### src/rtl/uart_pkg.sv
// rtl/uart_pkg.sv - shared UART oversampling constants and receiver state type
package uart_pkg;

    localparam int         OVERSAMPLE = 16;
    localparam logic [3:0] MID_TICK   = 4'd7;
    localparam logic [3:0] LAST_TICK  = 4'd15;

    typedef enum logic [2:0] {
        IDLE,
        START,
        DATA,
        PARITY,
        STOP,
        BREAK
    } rx_state_t;

endpackage

### src/rtl/uart_rx_if.sv
// rtl/uart_rx_if.sv - received-word valid/ready handshake between receiver and consumer
interface uart_rx_if #(
    parameter int DATA_BITS = 8
);
    logic [DATA_BITS-1:0] data;
    logic                 valid;
    logic                 ready;

    modport master (output data, output valid, input ready);
    modport slave  (input data, input valid, output ready);
endinterface

### src/rtl/uart_rx_sync.sv
// rtl/uart_rx_sync.sv - rx pad synchronizer chain, resets to the idle-high level
module uart_rx_sync #(
    parameter int SYNC_STAGES = 2
) (
    input  logic clk,
    input  logic rst,
    input  logic d,
    output logic q
);

    logic [SYNC_STAGES-1:0] chain;

    always_ff @(posedge clk or posedge rst) begin
        if (rst) begin
            chain <= '1;
        end else begin
            chain <= {chain[SYNC_STAGES-2:0], d};
        end
    end

    assign q = chain[SYNC_STAGES-1];

endmodule

### src/rtl/uart_rx.sv
// rtl/uart_rx.sv - 16x oversampling UART receiver; UART_RX_PARITY_EN adds even parity (8E1)
module uart_rx
    import uart_pkg::*;
#(
    parameter int DATA_BITS   = 8,
    parameter int SYNC_STAGES = 2
) (
    input  logic      clk,
    input  logic      rst,
    input  logic      rxclk_en,
    input  logic      rx,
    uart_rx_if.master rx_bus,
    output logic      frame_err,
    output logic      overrun
`ifdef UART_RX_PARITY_EN
    ,
    output logic      parity_err
`endif
);

    localparam logic [3:0] BIT_LAST = 4'(DATA_BITS - 1);

    logic                 rx_s;
    rx_state_t            state, state_nxt;
    logic [3:0]           tick_cnt, tick_nxt;
    logic [3:0]           bit_cnt, bit_nxt;
    logic [DATA_BITS-1:0] shift_reg, shift_nxt;
    logic                 load_word;
    logic                 stop_bad;
`ifdef UART_RX_PARITY_EN
    logic                 par_bad, par_bad_nxt;
    logic                 par_hit;
`endif

    uart_rx_sync #(
        .SYNC_STAGES (SYNC_STAGES)
    ) u_sync (
        .clk (clk),
        .rst (rst),
        .d   (rx),
        .q   (rx_s)
    );

    always_ff @(posedge clk or posedge rst) begin
        if (rst) begin
            state     <= IDLE;
            tick_cnt  <= '0;
            bit_cnt   <= '0;
            shift_reg <= '0;
`ifdef UART_RX_PARITY_EN
            par_bad   <= 1'b0;
`endif
        end else begin
            state     <= state_nxt;
            tick_cnt  <= tick_nxt;
            bit_cnt   <= bit_nxt;
            shift_reg <= shift_nxt;
`ifdef UART_RX_PARITY_EN
            par_bad   <= par_bad_nxt;
`endif
        end
    end

    // Everything below only moves on an oversample tick; without one the frame is frozen.
    always_comb begin
        state_nxt = state;
        tick_nxt  = tick_cnt;
        bit_nxt   = bit_cnt;
        shift_nxt = shift_reg;
        load_word = 1'b0;
        stop_bad  = 1'b0;
`ifdef UART_RX_PARITY_EN
        par_bad_nxt = par_bad;
        par_hit     = 1'b0;
`endif
        if (rxclk_en) begin
            case (state)
                IDLE: begin
                    if (!rx_s) begin
                        state_nxt = START;
                        tick_nxt  = '0;
                    end
                end
                START: begin
                    if (tick_cnt == MID_TICK) begin
                        if (!rx_s) begin
                            state_nxt = DATA;
                            tick_nxt  = '0;
                            bit_nxt   = '0;
                        end else begin
                            state_nxt = IDLE;
                        end
                    end else begin
                        tick_nxt = tick_cnt + 4'd1;
                    end
                end
                DATA: begin
                    tick_nxt = tick_cnt + 4'd1;
                    if (tick_cnt == LAST_TICK) begin
                        shift_nxt = {rx_s, shift_reg[DATA_BITS-1:1]};
                        bit_nxt   = bit_cnt + 4'd1;
                        if (bit_cnt == BIT_LAST) begin
`ifdef UART_RX_PARITY_EN
                            state_nxt = PARITY;
`else
                            state_nxt = STOP;
`endif
                        end
                    end
                end
`ifdef UART_RX_PARITY_EN
                PARITY: begin
                    tick_nxt = tick_cnt + 4'd1;
                    if (tick_cnt == LAST_TICK) begin
                        par_bad_nxt = ^{shift_reg, rx_s};
                        state_nxt   = STOP;
                    end
                end
`endif
                STOP: begin
                    tick_nxt = tick_cnt + 4'd1;
                    if (tick_cnt == LAST_TICK) begin
                        if (rx_s) begin
`ifdef UART_RX_PARITY_EN
                            load_word = !par_bad;
                            par_hit   = par_bad;
`else
                            load_word = 1'b1;
`endif
                            state_nxt = IDLE;
                        end else begin
                            stop_bad  = 1'b1;
                            state_nxt = BREAK;
                        end
                    end
                end
                BREAK: begin
                    if (rx_s) begin
                        state_nxt = IDLE;
                    end
                end
                default: begin
                    state_nxt = IDLE;
                end
            endcase
        end
    end

    // Holding register: a new word only wins if the old one is gone or leaving this clk.
    always_ff @(posedge clk or posedge rst) begin
        if (rst) begin
            rx_bus.data  <= '0;
            rx_bus.valid <= 1'b0;
            frame_err    <= 1'b0;
            overrun      <= 1'b0;
`ifdef UART_RX_PARITY_EN
            parity_err   <= 1'b0;
`endif
        end else begin
            frame_err <= stop_bad;
            overrun   <= 1'b0;
`ifdef UART_RX_PARITY_EN
            parity_err <= par_hit;
`endif
            if (load_word) begin
                if (!rx_bus.valid || rx_bus.ready) begin
                    rx_bus.data  <= shift_reg;
                    rx_bus.valid <= 1'b1;
                end else begin
                    overrun <= 1'b1;
                end
            end else if (rx_bus.valid && rx_bus.ready) begin
                rx_bus.valid <= 1'b0;
            end
        end
    end

endmodule

### src/flat_wrapper.sv
// flat-port wrapper written by rule: the top's interface ports become plain ports
module uart_rx_flat import uart_pkg::*;
#(
    parameter int DATA_BITS   = 8,
    parameter int SYNC_STAGES = 2
)
  (clk, rst, rxclk_en, rx, frame_err, overrun, rx_bus_data, rx_bus_valid, rx_bus_ready);
  uart_rx_if #(.DATA_BITS(DATA_BITS)) rx_bus_i ();
  input  logic clk;
  input  logic rst;
  input  logic rxclk_en;
  input  logic rx;
  output logic frame_err;
  output logic overrun;
  output wire logic [$bits(rx_bus_i.data)-1:0] rx_bus_data;
  output wire logic [$bits(rx_bus_i.valid)-1:0] rx_bus_valid;
  input wire logic [$bits(rx_bus_i.ready)-1:0] rx_bus_ready;
  assign rx_bus_data = rx_bus_i.data;
  assign rx_bus_valid = rx_bus_i.valid;
  assign rx_bus_i.ready = rx_bus_ready;
  uart_rx #(.DATA_BITS(DATA_BITS), .SYNC_STAGES(SYNC_STAGES)) u_core (.clk(clk), .rst(rst), .rxclk_en(rxclk_en), .rx(rx), .rx_bus(rx_bus_i), .frame_err(frame_err), .overrun(overrun));
endmodule
### config.mk
export PLATFORM = sky130hd
export DESIGN_NAME = uart_rx_flat
export DESIGN_NICKNAME = d
export VERILOG_FILES = /design/src/rtl/uart_pkg.sv /design/src/rtl/uart_rx_if.sv /design/src/rtl/uart_rx_sync.sv /design/src/rtl/uart_rx.sv /design/src/flat_wrapper.sv
export SDC_FILE = /design/constraint.sdc
export NUM_CORES = 1
export LEC_CHECK = 0
export ABC_AREA = 1
export CAP_MARGIN = 20
export CORE_UTILIZATION = 55
export CTS_CLUSTER_DIAMETER = 100
export DETAILED_ROUTE_END_ITERATION = 8
export PLACE_DENSITY = 0.77
export SLEW_MARGIN = 25
export SYNTH_ARGS = -nofsm -noshare
export SYNTH_HDL_FRONTEND = slang
export SYNTH_SLANG_ARGS = --single-unit
### constraint.sdc
create_clock -name clk -period 1.7 [get_ports clk]
set_input_delay 0.34 -clock clk [delete_from_list [all_inputs] [get_ports clk]]
set_output_delay 0.34 -clock clk [all_outputs]
set_load 0.02 [all_outputs]
==> impl_metrics.yaml, run 1 <==
run_status:
  run_status: "finished, violations left"
  violations_in_the_final_reports: "DRC"
timing:
  fmaxAchievable_mhz: 609
  timing.final.setup_violations: 0
  totalNegativeSetupSlack_ns: 0
  maxSlewViolCount: 0
  clock-skew-final_ns: 0.0194
  setup_repair_after_global_routing_missed_its_margin: "false"
  finalHoldViolCount: 0
  worstMarginPinSlew_ns: 0.375
  timing.max_slew.rel_slack_pct: 75.0
  layout_worst_path_cycle_share_pct: 96.6
  post-route-worst-setup-slack_ns: 0.0574
  finalCriticalPeriod_ns: 1.64
logic_synthesis:
  post_synth_design_cell_area_mm2: 0.00170
  synthTopCellsByArea: "sky130_fd_sc_hd__dfrtp_1, sky130_fd_sc_hd__nand2_1, sky130_fd_sc_hd__nand3_1"
  cells_after_synthesis: 216
  synth_fp_nets: 223
  post-synth-top-area-fraction_pct: 44.2
  synth.yosys.seq_area_share_pct: 47.3
  synthesis.area_per_instance_um2: 7.87
  synthDominantAreaCellType: "sky130_fd_sc_hd__dfrtp_1"
  post_synth_num_cell_types: 25
  ys_seq_elements: 32
  yosysWarningCount: 0
cts:
  cts.clk_slew.worst_paths_ns: 0.11
  htreeDepth: 2
  cts-root-buf: "sky130_fd_sc_hd__clkbuf_4"
  clk_path_buf_depth: 2
  clock_latency_reported_for_the_late_side_of_the_worst_skew_pair_ns: 0.33
  clock_sinks: 32
  tritoncts: "built"
  cts_hold_repair.buffers: 0
  cts-buffers-inserted: 5
place:
  detailed_place_hpwl_mm: 2.47
  post_place_cells: 262
  port_buffers: 15
  place.gp.congestion: 0.904
  dp_slack_ns: 0.0481
  placed_cell_area_mm2: 0.00189
detailed_routing:
  met2WireLength_mm: 1.54
  dr.first_iter.drc_count: 65
  dr_wl_met3_um: 174
  totalWireLength_mm: 3.28
  drt_first_pass_iters: 6
  route.detailed.drc: 1
  routed-via-count: 1395
  vias_per_cell: 5.17
  wl_per_cell_um: 12.1
  highest-signal-layer: "met4"
  route.layer.met1.wl_mm: 1.50
  antenna_violating_nets_post_route: 0
die:
  fp.coreArea_mm2: 0.00285
  start_util_pct: 59.6
  fp.dieH_um: 57.6
  fp.dieW_um: 57.6
  pin_count: 16
  std_cell_rows: 19
  fp.dieArea_mm2: 0.00332
worst_setup_path:
  worst_path_max_delay_cell: "sky130_fd_sc_hd__clkdlybuf4s50_1"
  critical_path.startpoint_type: "flop"
  worstSetupPathType: "reg -> out"
  critical_path.n_buffers_inverters: 1
  worstReg2RegEnd: "u_core.bit_cnt[2]"
  startpoint: "u_core.rx_bus.data[1]"
  worst_ep_required_time_ns: 1.36
  r2r_cells: 8
  critPathMaxStageDelay_ns: 0.61
  worst_r2r_startpoint: "u_core.tick_cnt[1]"
  cp_top_family: "buffers and inverters"
  critical_path.cell_chain: "clkdlybuf4s50_1"
  worstSetupEndpointType: "primary output"
  timing.critical_path.arrival_ns: 1.30
  r2r_slack_ns: 0.15
  worstPathMaxFanout: 2
final_layout:
  final_common_cell: "sky130_fd_sc_hd__nand2_1"
  n_antenna_cell: 0
  commonest_non_fill_non_tap_cells_in_the_layout: "sky130_fd_sc_hd__nand2_1, sky130_fd_sc_hd__dfrtp_1, sky130_fd_sc_hd__nand3_1, sky130_fd_sc_hd__inv_1, sky130_fd_sc_hd__clkdlybuf4s50_1"
  synthToLayoutAreaGrowth_pct: 17.5
  drive_above_1_share_pct: 17.6
  fin_nets: 245
  non_filler_instances: 270
  final_design_area_no_fill_mm2: 0.00200
pwr:
  leakage_component_of_the_power_nw: 1.09
  ir_drop_v: 0.000854
  power_density_mw_per_mm2: 1230
grt:
  globalRouteTotalUtil_pct: 22.6
  largest_net_degree_at_the_start_of_global_routing: 33
  first_global_vias: 1298
  antenna_found_initial: 0
  globalRouteOverflowTotal: 0
  global_route_wire_length_before_repair_mm: 5.60
worst_hold_path:
  min_path_type: "in -> async"
flow_run:
  cap_violations: 0
==> through the flow <==
stage               hold slack (ns)  utilization (%)  power [mW]
finish                        0.390             70.0        2.46
global route                  0.384             70.0        2.62
CTS                           0.386             69.5        2.46
detailed placement            0.347             66.1        1.81
global placement              0.345             66.1        1.77
floorplan                     0.344                -        1.63
==> logic make-up after synthesis <==
group                      share of synthesized area (%)
adders and majority gates                           1.47
DFF                                                 47.3
xor gates and xnor gates                            1.55
buffers and inverters                               6.77
and+or+nand+nor                                     41.2
AOI/OAI and AO/OA                                   1.77
==> layer usage <==
| metal | vias to the layer above | global-route usage (%) |
|---|---|---|
| met5 | - | 0 |
| met4 | 0 | 7.67 |
| met3 | 9 | 7.26 |
| met2 | 40 | 36.5 |
| met1 | 631 | 28.7 |
| li1 | 715 | - |
==> worst max path at each step <==
stage	slack (ns)	depth (start not counted)	to
floorplan	0.31	8	u_core.bit_cnt[2]
global placement	0.1	7	u_core.rx_bus.data[5]
detailed placement	0.05	7	u_core.rx_bus.data[5]
CTS	0.03	1	rx_bus_data[4]
global route	0.009	1	rx_bus_data[1]
finish	0.06	1	rx_bus_data[1]
==> timing repair <==
item	4_1_cts	5_1_grt
setup buffers	0	0
endpoints found under the hold margin	0	0
gates resized for setup	0	4
endpoints found under the setup margin	0	11
==> final cells by class <==
class / instances / area [µm²]
fill: 237 / 856
multi-input combinational: 156 / 793
inverter: 26 / 98.8
clock buffer: 7 / 65.1
sequential: 32 / 803
clock inverter: 1 / 30.0
timing repair buffer: 17 / 168
tap: 31 / 38.8
==> where the power goes <==
| group | internal [mW] | total (mW) | leakage [nW] | switching [mW] |
|---|---|---|---|---|
| combinational | 0.302 | 0.888 | 0.604 | 0.586 |
| clock | 0.390 | 0.641 | 0.0515 | 0.251 |
| sequential | 0.825 | 0.931 | 0.430 | 0.106 |
==> cells in the mapped netlist <==
cell,n
sky130_fd_sc_hd__buf_2,1
sky130_fd_sc_hd__buf_6,1
sky130_fd_sc_hd__clkinv_2,1
sky130_fd_sc_hd__dfrtp_1,30
sky130_fd_sc_hd__dfstp_2,2
sky130_fd_sc_hd__ha_1,2
sky130_fd_sc_hd__inv_1,17
sky130_fd_sc_hd__inv_2,8
sky130_fd_sc_hd__nand2_1,93
sky130_fd_sc_hd__nand2_2,5
sky130_fd_sc_hd__nand2_4,1
sky130_fd_sc_hd__nand3_1,20
sky130_fd_sc_hd__nand3_2,2
sky130_fd_sc_hd__nand3_4,2
sky130_fd_sc_hd__nand3b_1,1
sky130_fd_sc_hd__nand4_1,5
sky130_fd_sc_hd__nor2_1,6
sky130_fd_sc_hd__nor2_2,5
sky130_fd_sc_hd__nor2_4,3
sky130_fd_sc_hd__nor2_8,1
sky130_fd_sc_hd__o21ai_0,2
sky130_fd_sc_hd__o21ai_1,4
sky130_fd_sc_hd__or2_0,1
sky130_fd_sc_hd__xnor2_1,1
sky130_fd_sc_hd__xor2_1,2
Power figures use the tool's default switching activity.
==> inputs of run 2 (changes only) <==
--- a/config.mk
+++ b/config.mk
@@ -7,10 +7,12 @@
 export LEC_CHECK = 0
 export ABC_AREA = 1
 export CAP_MARGIN = 20
+export CORE_MARGIN = 4
 export CORE_UTILIZATION = 55
 export CTS_CLUSTER_DIAMETER = 100
 export DETAILED_ROUTE_END_ITERATION = 8
 export PLACE_DENSITY = 0.77
+export RECOVER_POWER = 50
 export SLEW_MARGIN = 25
 export SYNTH_ARGS = -nofsm -noshare
 export SYNTH_HDL_FRONTEND = slang
==> run 2 against run 1 <==
Against the previous run: the flow now finishes without violations; flip-flop and latch count is the same; highest routed layer unchanged; routed wire length decreased by 0.34%; power shrank 0.61%; worst hold slack got worse by 0.028 ns; die area is 22% higher; critical path depth did not move; non-clock buffer count stayed put; sequential share of layout area grew 0.23 points.
==> impl_metrics.yaml, run 2 (synthesis gave the netlist of run 1 again) <==
timing:
  maxSlewViolCount: 0
  worstMarginPinSlew_ns: 0.746
  finalCriticalPeriod_ns: 1.64
  totalNegativeSetupSlack_ns: 0
  clock-skew-final_ns: 0.0104
  finalHoldViolCount: 0
  layout_worst_path_cycle_share_pct: 96.5
  timing.max_slew.rel_slack_pct: 50.3
  timing.final.setup_violations: 0
  fmaxAchievable_mhz: 610
  setup_repair_after_global_routing_missed_its_margin: "false"
  post-route-worst-setup-slack_ns: 0.0603
grt:
  global_route_wire_length_before_repair_mm: 5.80
  globalRouteTotalUtil_pct: 18.3
  first_global_vias: 1341
  antenna_found_initial: 0
  globalRouteOverflowTotal: 0
  largest_net_degree_at_the_start_of_global_routing: 33
cts:
  cts.clk_slew.worst_paths_ns: 0.10
  clk_path_buf_depth: 2
  clock_latency_reported_for_the_late_side_of_the_worst_skew_pair_ns: 0.34
  cts_setup_buffers: 0
  cts-buffers-inserted: 5
  tritoncts: "built"
  cts_hold_repair.buffers: 0
  postCtsResizedCells: 0
  htreeDepth: 2
  clock_sinks: 32
  cts-root-buf: "sky130_fd_sc_hd__clkbuf_4"
worst_setup_path:
  worstSetupPathType: "reg -> out"
  critPathMaxStageDelay_ns: 0.60
  critical_path.cell_chain: "clkdlybuf4s50_1"
  critical_path.n_buffers_inverters: 1
  worst_path_max_delay_cell: "sky130_fd_sc_hd__clkdlybuf4s50_1"
  worst_r2r_startpoint: "u_core.tick_cnt[1]"
  cp-endpoint: "rx_bus_valid"
  worst_ep_required_time_ns: 1.36
  worstSetupEndpointType: "primary output"
  timing.critical_path.arrival_ns: 1.30
  cp_top_family: "buffers and inverters"
  r2r_cells: 8
  r2r_slack_ns: 0.10
  worstPathMaxFanout: 2
  worstReg2RegEnd: "u_core.bit_cnt[2]"
  startpoint: "u_core.rx_bus.valid"
  critical_path_cell_count: 1
  critical_path.startpoint_type: "flop"
detailed_routing:
  antenna_violating_nets_post_route: 0
  vias_per_cell: 5.22
  routed-via-count: 1410
  dr.first_iter.drc_count: 69
  totalWireLength_mm: 3.27
  route.detailed.drc: 0
  drt_first_pass_iters: 4
  wl_per_cell_um: 12.1
place:
  place.gp.congestion: 0.850
  dp_slack_ns: 0.0751
  port_buffers: 15
  detailed_place_hpwl_mm: 2.45
pwr:
  power_density_mw_per_mm2: 1230
  post-layout-total-power_mw: 2.44
  ir_drop_v: 0.000665
  leakage_component_of_the_power_nw: 1.16
final_layout:
  synthToLayoutAreaGrowth_pct: 16.9
  commonest_non_fill_non_tap_cells_in_the_layout: "sky130_fd_sc_hd__nand2_1, sky130_fd_sc_hd__dfrtp_1, sky130_fd_sc_hd__nand3_1, sky130_fd_sc_hd__inv_1, sky130_fd_sc_hd__inv_2"
  final_common_cell: "sky130_fd_sc_hd__nand2_1"
  fillers: 221
  register_area_um2: 803
  fin_nets: 245
  multi_input_area_um2: 781
  drive_above_1_share_pct: 16.7
  n_antenna_cell: 0
worst_hold_path:
  min_path_type: "reg -> reg"
die:
  fp.coreArea_mm2: 0.00285
  std_cell_rows: 19
  fp.dieArea_mm2: 0.00404
  fp.dieW_um: 63.6
  start_util_pct: 59.6
  fp.dieH_um: 63.6
  pin_count: 16
run_status:
  run_status: "finished, final reports clean"
flow_run:
  cap_violations: 0
-- run 2: cell types whose count changed in the layout (fill, tap and decap cells not counted) --
cell                              previous run  this run
sky130_fd_sc_hd__clkdlybuf4s50_1            14         7
sky130_fd_sc_hd__dlymetal6s2s_1              1         5
sky130_fd_sc_hd__dlygate4sd3_1               0         2
sky130_fd_sc_hd__buf_4                       2         1
sky130_fd_sc_hd__clkbuf_1                    0         1
sky130_fd_sc_hd__clkbuf_2                    0         1
sky130_fd_sc_hd__ha_1                        1         2
sky130_fd_sc_hd__ha_2                        1         0
sky130_fd_sc_hd__nand3_1                    19        20
sky130_fd_sc_hd__nand3_2                     3         2
sky130_fd_sc_hd__nor2_2                      4         5
sky130_fd_sc_hd__nor2_4                      4         3
-- run 2: routing by layer --
metal | GRT usage (%) | share of wire, % | routed length, µm
met5 | 0 | 0 | 0
met4 | 6.47 | 1.4 | 46
met3 | 7.82 | 5.5 | 179
met2 | 28.2 | 47 | 1540
met1 | 22.9 | 46 | 1500
-- run 2: how the worst min path moves through the flow --
stage          slack [ns]              startpoint  cells past startpoint                      to
2_1_floorplan        0.34                      rx                      0  u_core.u_sync.chain[0]
3_3_place_gp         0.35  u_core.u_sync.chain[0]                      0  u_core.u_sync.chain[1]
3_5_place_dp         0.35  u_core.u_sync.chain[0]                      0  u_core.u_sync.chain[1]
4_1_cts              0.36  u_core.u_sync.chain[0]                      0  u_core.u_sync.chain[1]
5_1_grt              0.37  u_core.u_sync.chain[0]                      0  u_core.u_sync.chain[1]
6_report             0.36  u_core.u_sync.chain[0]                      0  u_core.u_sync.chain[1]
-- run 2: metrics by stage --
step	instances	area, µm²	hold WS (ns)	util (%)
floorplan	216	1700	0.344	-
global placement	262	1890	0.346	66.1
detailed placement	262	1890	0.351	66.1
CTS	270	1980	0.364	69.5
global route	270	1990	0.367	69.6
finish	270	1990	0.362	69.6
-- run 2: cell type report --
class                           count  area share [%]
Clock inverter                      1            1.51
Clock buffer                        7            3.28
Sequential cell                    32            40.5
Timing Repair Buffer               17            8.51
Tap cell                           31            1.95
Inverter                           26            4.98
Multi-Input combinational cell    156            39.3
-- run 2: report_power, final --
group	total, mW	switching, mW	leakage, nW	internal (mW)
sequential	0.926	0.101	0.430	0.825
combinational	0.876	0.579	0.679	0.297
clock	0.643	0.253	0.0515	0.390
==> inputs of run 3 (changes only) <==
==> constraint.sdc (replaced) <==
create_clock -name clk -period 1.7 [get_ports clk]
set_input_delay 0.51 -clock clk [delete_from_list [all_inputs] [get_ports clk]]
set_output_delay 0.51 -clock clk [all_outputs]
set_load 0.02 [all_outputs]
==> run 3 against run 2 <==
Against the previous run: die area unchanged; sequential power down 1%; non-clock buffer count increased by 4; register-to-register slack gained 0.06 ns; cell count increased by 1.5%; clock skew down 0.0065 ns; global-route usage grew 0.39 points; combinational power is 2% higher; worst setup slack better by 0.082 ns; critical endpoint is now rx_bus_data[2].
==> impl_metrics.yaml, run 3 (synthesis gave the netlist of run 1 again) <==
timing:
  finalHoldViolCount: 0
  setup_repair_after_global_routing_missed_its_margin: "false"
  worstMarginPinSlew_ns: 0.781
  fmaxAchievable_mhz: 642
  post-route-worst-setup-slack_ns: 0.142
  timing.final.setup_violations: 0
  clock-skew-final_ns: 0.00392
  timing.max_slew.rel_slack_pct: 48.0
  totalNegativeSetupSlack_ns: 0
  finalCriticalPeriod_ns: 1.56
  layout_worst_path_cycle_share_pct: 91.6
  maxSlewViolCount: 0
detailed_routing:
  vias_per_cell: 5.20
  dr.first_iter.drc_count: 69
  routed-via-count: 1425
  totalWireLength_mm: 3.38
  drt_first_pass_iters: 4
  antenna_violating_nets_post_route: 0
  wl_per_cell_um: 12.3
  route.detailed.drc: 0
place:
  post_place_cells: 265
  detailed_place_hpwl_mm: 2.49
  place.gp.congestion: 0.871
  port_buffers: 15
  dp_slack_ns: -0.0820
final_layout:
  synthToLayoutAreaGrowth_pct: 15.5
  drive_above_1_share_pct: 17.7
  postLayoutCoreUtil_pct: 68.8
  fin_nets: 249
  final_common_cell: "sky130_fd_sc_hd__nand2_1"
  non_filler_instances: 274
  n_antenna_cell: 0
  commonest_non_fill_non_tap_cells_in_the_layout: "sky130_fd_sc_hd__nand2_1, sky130_fd_sc_hd__dfrtp_1, sky130_fd_sc_hd__nand3_1, sky130_fd_sc_hd__inv_1, sky130_fd_sc_hd__dlygate4sd2_1"
worst_setup_path:
  critical_path.startpoint_type: "flop"
  worst_path_max_delay_cell: "sky130_fd_sc_hd__dfrtp_1"
  worst_ep_required_time_ns: 1.19
  critical_path.cell_chain: "dlygate4sd2_1"
  worstSetupPathType: "reg -> out"
  cp_top_family: "flip-flops"
  worstPathMaxFanout: 2
  worstSetupEndpointType: "primary output"
  timing.critical_path.arrival_ns: 1.05
  critPathMaxStageDelay_ns: 0.39
  critical_path.n_buffers_inverters: 1
pwr:
  power_density_mw_per_mm2: 1160
  ir_drop_v: 0.000632
  leakage_component_of_the_power_nw: 1.12
cts:
  clock_sinks: 32
  clock_latency_reported_for_the_late_side_of_the_worst_skew_pair_ns: 0.33
  cts-root-buf: "sky130_fd_sc_hd__clkbuf_4"
  cts.clk_slew.worst_paths_ns: 0.10
  tritoncts: "built"
  htreeDepth: 2
  clk_path_buf_depth: 2
  cts-buffers-inserted: 5
die:
  pin_count: 16
  std_cell_rows: 19
  fp.dieW_um: 63.6
  start_util_pct: 59.6
  fp.dieArea_mm2: 0.00404
  fp.dieH_um: 63.6
  fp.coreArea_mm2: 0.00285
grt:
  largest_net_degree_at_the_start_of_global_routing: 33
  global_route_wire_length_before_repair_mm: 5.93
  antenna_found_initial: 0
  first_global_vias: 1388
  globalRouteOverflowTotal: 0
  globalRouteTotalUtil_pct: 18.7
flow_run:
  cap_violations: 0
run_status:
  run_status: "finished, final reports clean"
worst_hold_path:
  min_path_type: "reg -> reg"
-- run 3: final timing paths --
| path | startpoint | endpoint | slack, ns | depth (start not counted) |
|---|---|---|---|---|
| min reg2reg | u_core.u_sync.chain[0] | u_core.u_sync.chain[1] | 0.36 | 0 |
| max | u_core.rx_bus.data[2] | rx_bus_data[2] | 0.14 | 1 |
| min | u_core.u_sync.chain[0] | u_core.u_sync.chain[1] | 0.36 | 0 |
| min in group asynchronous | rst | u_core.rx_bus.data[0] | 0.84 | 3 |
| max reg2reg | u_core.tick_cnt[1] | u_core.rx_bus.data[5] | 0.16 | 9 |
| max in group asynchronous | rst | u_core.tick_cnt[0] | 0.37 | 3 |
-- run 3: layer usage --
layer	up-vias	wire length, µm	GRT usage [%]
li1	722	-	-
met4	0	66	7.01
met1	663	1530	22.5
met5	-	0	0
met2	32	1640	30.9
met3	8	143	6.22
-- run 3: where the power goes --
group          switching [mW]  internal [mW]  total, mW
Combinational           0.587          0.306      0.894
Sequential             0.0883          0.825      0.913
Clock                   0.260          0.202      0.462
-- run 3: repair_timing --
item                                    CTS  global route
endpoints found under the setup margin   11             3
endpoints found under the hold margin     0             0
buffers inserted                          0             1
hold buffers                              0             0
gates resized for setup                  11             1
cloned                                    0             0
-- run 3: metrics by stage --
step	hold slack, ns	area, µm²	power, mW
final	0.363	1960	2.27
after global routing	0.374	1960	2.46
after CTS	0.366	1970	2.28
after detailed placement	0.351	1920	1.82
after global placement	0.348	1920	1.78
after floorplan	0.345	1700	1.63
-- run 3: cell type report --
cell class	instances	area (µm²)
Inverter	26	98.8
Tap cell	31	38.8
Fill cell	244	890
Clock inverter	1	7.51
Timing Repair Buffer	21	179
Sequential cell	32	803
Multi-Input combinational cell	156	781
Clock buffer	7	55.1
